$ cat src/rtl/mem_if_mc.sv
// mem_if_mc
// Memory interface between the multi-cycle RV32I controller and a single-ported
// req/ack bus. It runs one transaction at a time. It places store data on the
// correct byte lanes and extracts and extends load data. The fetched word goes
// into ir and the extended load goes into mdr.
//
// Ports
//   clk, rst        : clock, synchronous active-high reset
//   mem_r, mem_w    : read / write strobes from the controller
//   i_d_mem         : 0 = fetch at pc, 1 = data access at alu_addr
//   pc, alu_addr    : fetch address / data address
//   funct3          : access size and sign (B, H, W, BU, HU)
//   store_data      : rs2 value for stores
//   ir, mdr         : instruction register / extended load data
//   busy, done, err : in-flight flag, completion pulse, rejection pulse
//   bus_*           : req/ack bus, word-aligned address, byte enables

module mem_if_mc #(
    parameter logic [31:0] RESET_IR = 32'h00000013
) (
    input  logic        clk,
    input  logic        rst,
    input  logic        mem_r,
    input  logic        mem_w,
    input  logic        i_d_mem,
    input  logic [31:0] pc,
    input  logic [31:0] alu_addr,
    input  logic [2:0]  funct3,
    input  logic [31:0] store_data,
    output logic [31:0] ir,
    output logic [31:0] mdr,
    output logic        busy,
    output logic        done,
    output logic        err,
    output logic        bus_req,
    output logic        bus_we,
    output logic [31:0] bus_addr,
    output logic [3:0]  bus_be,
    output logic [31:0] bus_wdata,
    input  logic [31:0] bus_rdata,
    input  logic        bus_ack
);

    typedef enum logic [1:0] {
        IDLE     = 2'd0,
        WAIT_ACK = 2'd1,
        DONE     = 2'd2
    } state_t;

    state_t      state;

    logic        lat_fetch;
    logic        lat_write;
    logic [2:0]  lat_f3;
    logic [1:0]  lat_off;

    logic [31:0] req_addr;
    logic [1:0]  req_size;
    logic        req_bad;
    logic [3:0]  req_be;
    logic [31:0] req_wdata;

    logic [7:0]  ld_byte;
    logic [15:0] ld_half;
    logic [31:0] ld_data;

    // Decode the incoming request.
    // A fetch is always treated as a word read, whatever funct3 carries.
    // Size code 00 = byte, 01 = half, 10 = word. It comes from funct3[1:0].
    // The unsigned variants therefore share a size with their signed versions.
    always_comb begin
        req_addr  = i_d_mem ? alu_addr : pc;
        req_size  = i_d_mem ? funct3[1:0] : 2'b10;
        req_bad   = 1'b0;
        req_be    = 4'b1111;
        req_wdata = store_data;

        if (mem_r && mem_w)
            req_bad = 1'b1;
        if (mem_w && !i_d_mem)
            req_bad = 1'b1;
        if (i_d_mem && (funct3 == 3'b011 || funct3[2:1] == 2'b11))
            req_bad = 1'b1;
        if (req_size == 2'b01 && req_addr[0])
            req_bad = 1'b1;
        if (req_size == 2'b10 && req_addr[1:0] != 2'b00)
            req_bad = 1'b1;

        // Store data is replicated across lanes, so the bus_be mask selects the lane.
        if (mem_w) begin
            case (req_size)
                2'b00: begin
                    req_be    = 4'b0001 << req_addr[1:0];
                    req_wdata = {4{store_data[7:0]}};
                end
                2'b01: begin
                    req_be    = req_addr[1] ? 4'b1100 : 4'b0011;
                    req_wdata = {2{store_data[15:0]}};
                end
                default: begin
                    req_be    = 4'b1111;
                    req_wdata = store_data;
                end
            endcase
        end
    end

    // Select the load lane from the latched address offset.
    // Then extend it according to the latched funct3.
    always_comb begin
        case (lat_off)
            2'd0:    ld_byte = bus_rdata[7:0];
            2'd1:    ld_byte = bus_rdata[15:8];
            2'd2:    ld_byte = bus_rdata[23:16];
            default: ld_byte = bus_rdata[31:24];
        endcase
        ld_half = lat_off[1] ? bus_rdata[31:16] : bus_rdata[15:0];

        case (lat_f3)
            3'b000:  ld_data = {{24{ld_byte[7]}}, ld_byte};
            3'b100:  ld_data = {24'd0, ld_byte};
            3'b001:  ld_data = {{16{ld_half[15]}}, ld_half};
            3'b101:  ld_data = {16'd0, ld_half};
            default: ld_data = bus_rdata;
        endcase
    end

    // Transaction FSM. Every output is a register.
    // In IDLE the FSM either accepts a request or rejects it with an err pulse.
    // In WAIT_ACK it holds the bus fields steady until the ack arrives.
    // DONE lasts one cycle, so the controller sees done and busy=0 before
    // the next request can be accepted.
    always_ff @(posedge clk) begin
        if (rst) begin
            state     <= IDLE;
            ir        <= RESET_IR;
            mdr       <= 32'd0;
            busy      <= 1'b0;
            done      <= 1'b0;
            err       <= 1'b0;
            bus_req   <= 1'b0;
            bus_we    <= 1'b0;
            bus_addr  <= 32'd0;
            bus_be    <= 4'd0;
            bus_wdata <= 32'd0;
            lat_fetch <= 1'b0;
            lat_write <= 1'b0;
            lat_f3    <= 3'd0;
            lat_off   <= 2'd0;
        end else begin
            done <= 1'b0;
            err  <= 1'b0;
            case (state)
                IDLE: begin
                    if (mem_r || mem_w) begin
                        if (req_bad) begin
                            err <= 1'b1;
                        end else begin
                            lat_fetch <= !i_d_mem;
                            lat_write <= mem_w;
                            lat_f3    <= i_d_mem ? funct3 : 3'b010;
                            lat_off   <= req_addr[1:0];
                            bus_req   <= 1'b1;
                            busy      <= 1'b1;
                            bus_we    <= mem_w;
                            bus_addr  <= {req_addr[31:2], 2'b00};
                            bus_be    <= req_be;
                            bus_wdata <= req_wdata;
                            state     <= WAIT_ACK;
                        end
                    end
                end
                WAIT_ACK: begin
                    if (bus_ack) begin
                        if (!lat_write) begin
                            if (lat_fetch)
                                ir <= bus_rdata;
                            else
                                mdr <= ld_data;
                        end
                        bus_req <= 1'b0;
                        busy    <= 1'b0;
                        bus_we  <= 1'b0;
                        done    <= 1'b1;
                        state   <= DONE;
                    end
                end
                DONE: begin
                    state <= IDLE;
                end
                default: begin
                    state <= IDLE;
                end
            endcase
        end
    end

endmodule

$ cat config.mk
export PLATFORM = sky130hd
export DESIGN_NAME = mem_if_mc
export DESIGN_NICKNAME = d
export VERILOG_FILES = /design/src/rtl/mem_if_mc.sv
export SDC_FILE = /design/constraint.sdc
export NUM_CORES = 1
export LEC_CHECK = 0
export CAP_MARGIN = 40
export CELL_PAD_IN_SITES_DETAIL_PLACEMENT = 1
export CELL_PAD_IN_SITES_GLOBAL_PLACEMENT = 2
export CORE_ASPECT_RATIO = 2
export CORE_UTILIZATION = 26
export DETAILED_ROUTE_END_ITERATION = 10
export PLACE_DENSITY_LB_ADDON = 0.1
export SLEW_MARGIN = 20
export SYNTH_ARGS = -nofsm -noshare
export SYNTH_HDL_FRONTEND = slang
export SYNTH_SLANG_ARGS = --single-unit
$ cat constraint.sdc
create_clock -name clk -period 3.1 [get_ports clk]
set_input_delay 0.62 -clock clk [delete_from_list [all_inputs] [get_ports clk]]
set_output_delay 0.62 -clock clk [all_outputs]
set_load 0.02 [all_outputs]
==> metrics, run 1 <==
Post-DP HPWL roughly 19000 µm; largest net degree at the start of global routing 87; startpoint types input port; post-route setup TNS 0 ns; hold slack ~0.45 ns; Tmin final ~2.4 ns; first-pass GRT wire length around 38000 µm; DP Area 9460 µm²; top_reg_cell synth dfxtp_1; drt pass-1 iters 4; top post-synthesis cells by area dfxtp_1 (44%), a211oi_2 (9.6%), nand2_1 (8.9%), mux2i_1 (7.7%), a21oi_1 (5.5%); yosys synthesis warning count 0; family with the most delay on the worst path buffers and inverters; drt wl/cell around 19 µm; Worst EP required ~3.5 ns; Buf/Inv on CP 2; initial antenna violation count 0; Seq cells post-synth 143; Slew HR between 40% and 50%; status finished clean; cell taking the most area after synthesis dfxtp_1; Worst-Skew Late Latency about 0.44 ns; post-synthesis sequential area ratio 43.9%; Post-CTS Setup Inserts 0; fin area between 9000 and 10000 µm²; initial drt markers between 150 and 200; CP max FO 41; Worst Skew roughly 0.0065 ns; Num CTS Buffers 17; die area between 20000 and 30000 µm²; clk buf depth 2; CP Data Arrival Time approximately 2.8 ns; Die W 114 µm; post-synth top area share between 40% and 50%; Die Ht 226 µm; Syn Area/Cell 8.81 µm²; core area 24500 µm²; hold_sp bus_wdata[25]; RSZ-0062 raised after global routing false; Worst-Margin Slew ~0.79 ns; period utilization a little under 80%; vias in the first global route roughly 6700; Hold Buf Count CTS 0; clock sink count roughly 140; Worst path slowest cell clkdlybuf4s50_1; Post-synth EDFFs 0; Resized Gates After CTS 0; Clock transition at path regs approximately 0.06 ns; Synth cell types 44; final wirelength roughly 25000 µm; area grow syn2layout 53.1%; RePlAce Congestion around 0.81; clock root buffer clkbuf_16; layout cells sized above 1 a little under an eighth; pwr/cell area between 400 and 500 nW/µm²; DR vias just over 6000; CP Capture Type flip-flop; Slew Limit Fails 0; Max IR drop VDD 0.292 mV; row cnt between 80 and 90; worst setup path startpoint funct3[0]; Total GRT Usage between 20% and 30%; Post-Syn Area roughly 6500 µm²; Fmax 0.417 GHz; crit-path cells clkdlybuf4s50_1 > nor2_1 > a2bb2oi_1 > and3_4 > buf_4 > o211ai_1 > a21oi_1; drc violations 0; nets@finish about 1100; slowest cell delay on critical path between 0.5 and 0.6 ns; Post-DRT Antenna Nets 0; H-tree depth 4; Leak Pwr 3.40 nW; Setup CP Type in2reg; final hold viol count 0; initial core utilization 26.6%; I/O Buffers about 270; RR Startpoint lat_f3[0]; CTS tree done; final setup fails 0; vias per cell ~4.7; Overflow after GRT 0; FFs w/ async S/R, synth 0%; antenna cells 0; Boundary Pins 274; class of the worst hold path reg2reg; Max Cap Viol 0; Mapped Cells 740
-- cells in the final DEF (no fill, tap or decap), types with 5 or more instances in the layout --
| master | synthesis | final |
|---|---|---|
| o221ai_1 | 5 | 5 |
| clkdlybuf4s50_1 | 0 | 269 |
| a31oi_1 | 5 | 5 |
| nor2_1 | 76 | 76 |
| nand3_1 | 5 | 5 |
| a211oi_2 | 50 | 50 |
| nand2_1 | 155 | 155 |
| dfxtp_1 | 143 | 143 |
| clkinv_2 | 0 | 5 |
| mux2_2 | 11 | 11 |
| nand3b_1 | 12 | 12 |
| buf_4 | 7 | 14 |
| a21oi_1 | 72 | 72 |
| a211oi_1 | 16 | 16 |
| nor3_1 | 8 | 7 |
| clkbuf_16 | 0 | 17 |
| inv_1 | 5 | 5 |
| o211ai_1 | 16 | 16 |
| mux2i_1 | 50 | 50 |
| o21ai_0 | 11 | 11 |
-- state kept, by name, summed over array words and instances, names as in the netlist --
register	flops
lat_off	2
state	2
ir	32
lat_f3	3
bus_be	4
done	1
err	1
bus_req	1
lat_fetch	1
bus_we	1
bus_addr	30
bus_wdata	32
lat_write	1
mdr	32
-- metal layers --
layer	vias up	part of all wire (%)	GRT usage (%)
met5	-	0	0
met3	42	4.9	5.02
met2	180	57	40.5
met1	2952	34	18.0
li1	3045	-	-
met4	0	4.0	10.9
-- stage by stage --
step                      total power, mW  util, %  std cells  setup slack [ns]
after CTS                            5.05     40.7       1320             0.688
final                                4.94     40.7       1320             0.700
after detailed placement             3.12     38.6       1292             0.221
after global routing                 5.17     40.7       1320             0.498
after floorplan                      2.59        -        741              1.19
after global placement               3.11     38.6       1292             0.342
-- cell usage after synthesis, types with 7 or more instances --
| cell | n |
|---|---|
| o211ai_1 | 16 |
| a211oi_2 | 50 |
| nor2_1 | 76 |
| o21ai_0 | 11 |
| a211oi_1 | 16 |
| buf_4 | 7 |
| nand2_1 | 155 |
| mux2i_1 | 50 |
| buf_6 | 7 |
| nor3_1 | 8 |
| dfxtp_1 | 143 |
| mux2_2 | 11 |
| clkbuf_1 | 32 |
| buf_2 | 20 |
| nand3b_1 | 12 |
| a21oi_1 | 72 |
-- cells by family (layout without fill, tap and decap cells) --
| family | after synthesis | after routing | synth area share (%) |
|---|---|---|---|
| compound gates | 186 | 186 | 22.6 |
| buf+inv | 74 | 321 | 5.86 |
| flops | 143 | 143 | 43.9 |
| mux | 61 | 61 | 9.58 |
| other cells | 1 | 2 | 0.0575 |
| simple gates | 275 | 275 | 18.0 |
-- where the power goes --
group | total (mW) | switching (mW) | internal, mW
logic | 1.05 | 0.550 | 0.498
clock network | 1.89 | 0.791 | 1.10
registers | 2.01 | 0.0683 | 1.94
total | 4.94 | 1.41 | 3.54
-- area by class of cell --
cell class | count | area, µm²
Clock inverter | 8 | 70.1
Multi-Input combinational cell | 524 | 3290
Sequential cell | 143 | 2860
Inverter | 5 | 18.8
Fill cell | 2839 | 14600
Clock buffer | 20 | 447
Tap cell | 332 | 415
Timing Repair Buffer | 288 | 2870
-- tightest hold or removal path, cell delays in order, from the launching register on --
cell and delay (ns):
dfxtp_1 0.31, nand2_1 0.05, a21oi_1 0.05
-- final timing paths --
kind	slack (ns)	end	cells after the start
max	0.70	bus_wdata[26]	7
min	0.45	bus_wdata[25]	2
max reg2reg	0.97	mdr[1]	5
min reg2reg	0.45	bus_wdata[25]	2
No activity file was read; power rests on OpenSTA's default activity.
==> inputs of run 2 (changes only) <==
--- a/config.mk
+++ b/config.mk
@@ -9,7 +9,7 @@
 export CELL_PAD_IN_SITES_DETAIL_PLACEMENT = 1
 export CELL_PAD_IN_SITES_GLOBAL_PLACEMENT = 2
 export CORE_ASPECT_RATIO = 2
-export CORE_UTILIZATION = 26
+export CORE_UTILIZATION = 22
 export DETAILED_ROUTE_END_ITERATION = 10
 export PLACE_DENSITY_LB_ADDON = 0.1
 export SLEW_MARGIN = 20
==> constraint.sdc (replaced) <==
create_clock -name clk -period 2.15 [get_ports clk]
set_input_delay 0.43 -clock clk [delete_from_list [all_inputs] [get_ports clk]]
set_output_delay 0.43 -clock clk [all_outputs]
set_load 0.02 [all_outputs]
==> run 2 against run 1 <==
Net effect: setup slack lost 0.44 ns; clock power up 75%; first-iteration DRC count up 4.7%; total power rose by 58%; combinational power increased by 52%; sequential share of layout area down 1.3 points; count of clock-buffer cells in the layout shrank 2; via count grew 3.2%; non-clock buffer count increased by 32; critical path type is now reg2out; critical endpoint is now mdr[31].
==> metrics, run 2 (synthesis gave the netlist of run 1 again) <==
largest net degree at the start of global routing 65 (-25%); Worst EP required 1.72 ns (-1.74 ns); CTS tree done; final wirelength 27300 µm (+7.9%); Total GRT Usage 18.3% (-1.9 points); Layout fillers 3353 (+18%); RePlAce Congestion 0.766 (-5.8%); Worst-Margin Slew 0.604 ns (-0.182 ns); clock sink count 143 (unchanged); RSZ-0062 raised after global routing false; pwr/cell area 746 nW/µm² (+50%); drt wl/cell 19.7 µm (+2.9%); overall power 7.80 mW (+58%); drt pass-1 iters 4 (unchanged); die area 30400 µm² (+18%); power share of the combinational group 20.6% (-0.6 points); slowest cell delay on critical path 0.69 ns (+0.15 ns); most common cell after layout, fill and taps aside clkdlybuf4s50_1; H-tree depth 4 (unchanged); Max Cap Viol 0 (unchanged); startpoint types flip-flop; Hold Buf Count CTS 0 (unchanged); Overflow after GRT 0 (unchanged); clock root buffer clkbuf_16; Leak Pwr 3.63 nW (+6.7%); Worst Skew 0.00637 ns (-0.000165 ns); CP max FO 2 (-95%); Slew Limit Fails 0 (unchanged); I/O Buffers 271 (unchanged); clock power share 42.4% (+4.3 points); Post-DP HPWL 20800 µm (+8.9%); hold slack 0.373 ns (-0.0762 ns); Regs by FF count bus_wdata x32, ir x32, mdr x32; Post-CTS Setup Inserts 0 (unchanged); DP Cell Count 1352 (+4.6%); drc violations 0 (unchanged); core area 29000 µm² (+18%); antenna cells 0 (unchanged); row cnt 88 (+8.6%); DR vias 6417 (+3.2%); Resized Gates After CTS 0 (unchanged); Seq pwr share 37.0% (-3.7 points); Post-DRT Antenna Nets 0 (unchanged); class of the worst hold path in2reg; nets@finish 1148 (+2.9%); Die Ht 245 µm (+8.6%); Sw Pwr 2.17 mW (+54%); crit-path cells clkdlybuf4s50_1; family with the most delay on the worst path buffers and inverters; Worst path slowest cell clkdlybuf4s50_1; vias per cell 4.64 (-1.6%); most frequent cells in the layout clkdlybuf4s50_1 (269), nand2_1 (155), dfxtp_1 (143), nor2_1 (76), a21oi_1 (72); Tmin final 1.89 ns; period utilization 87.8%; sw frac 27.8% (-0.69 points); Buf/Inv on CP 1 (-1); Slew HR 59.7% (+12 points); first-pass GRT wire length 40000 µm (+4.6%); r2r setup slk 0.31 ns (-0.66 ns); layout cells sized above 1 14.9% (+3.2 points); Clock transition at path regs 0.06 ns (about the same); Core Util, Final 36.1% (-4.6 points); filler-free cell count of the finished design 1384 (+4.8%); Worst-Skew Late Latency 0.44 ns (about the same); area grow syn2layout 60.4%; Num CTS Buffers 17 (unchanged); Max IR drop VDD 0.535 mV (+83%); Fmax around 0.53 GHz; Setup CP Type reg2out; CP Data Arrival Time 1.46 ns (-1.30 ns); final hold viol count 0 (unchanged); status finished clean; Die W 124 µm (+8.6%); initial core utilization 22.5% (-4.1 points); final setup fails 0 (unchanged); Boundary Pins 274 (unchanged); initial antenna violation count 0 (unchanged); clk buf depth 2 (unchanged); Internal 5.63 mW (+59%); CP Capture Type output pin; vias in the first global route 6622 (-1.2%); initial drt markers 202 (+4.7%)
[run 2: layer usage]
layer,global-route usage (%),wire [µm],vias up,part of all wire (%)
met5,0,0,-,0
met4,8.33,846,0,3.1
met3,3.80,1160,35,4.3
met2,37.3,16400,181,60
met1,16.2,8890,3083,33
li1,-,-,3118,-
[run 2: power groups by stage]
stage                     logic, mW  registers [mW]  clock network (mW)
after CTS                      1.64            2.89                3.42
after global routing           1.72            2.90                3.52
final                          1.60            2.89                3.31
after detailed placement       1.63            2.95                   0
after floorplan               0.641            3.09                   0
after global placement         1.62            2.94                   0
[run 2: cell type report]
cell class	count	area, µm²	area share [%]
clock inverters	14	216	2.07
clock buffers	18	429	4.11
repair buffers	320	3190	30.5
inverters	5	18.8	0.180
well taps	360	450	4.31
flip-flops and latches	143	2860	27.4
multi-input cells	524	3290	31.4
[run 2: path summary, 6_finish.rpt]
check / startpoint / to / cells after the start
max: mdr[31] / mdr[31] / 1
min: i_d_mem / lat_fetch / 2
max reg2reg: lat_off[1] / mdr[22] / 5
min reg2reg: bus_wdata[10] / bus_wdata[10] / 2
[run 2: per-stage QoR]
stage	setup TNS [ns]	setup slack [ns]	area, µm²
6_report	0	0.263	10500
5_1_grt	0	0.182	10500
4_1_cts	0	0.224	10500
3_3_place_gp	-2.49	-0.145	9810
3_5_place_dp	-4.97	-0.158	9810
2_1_floorplan	0	0.431	6520
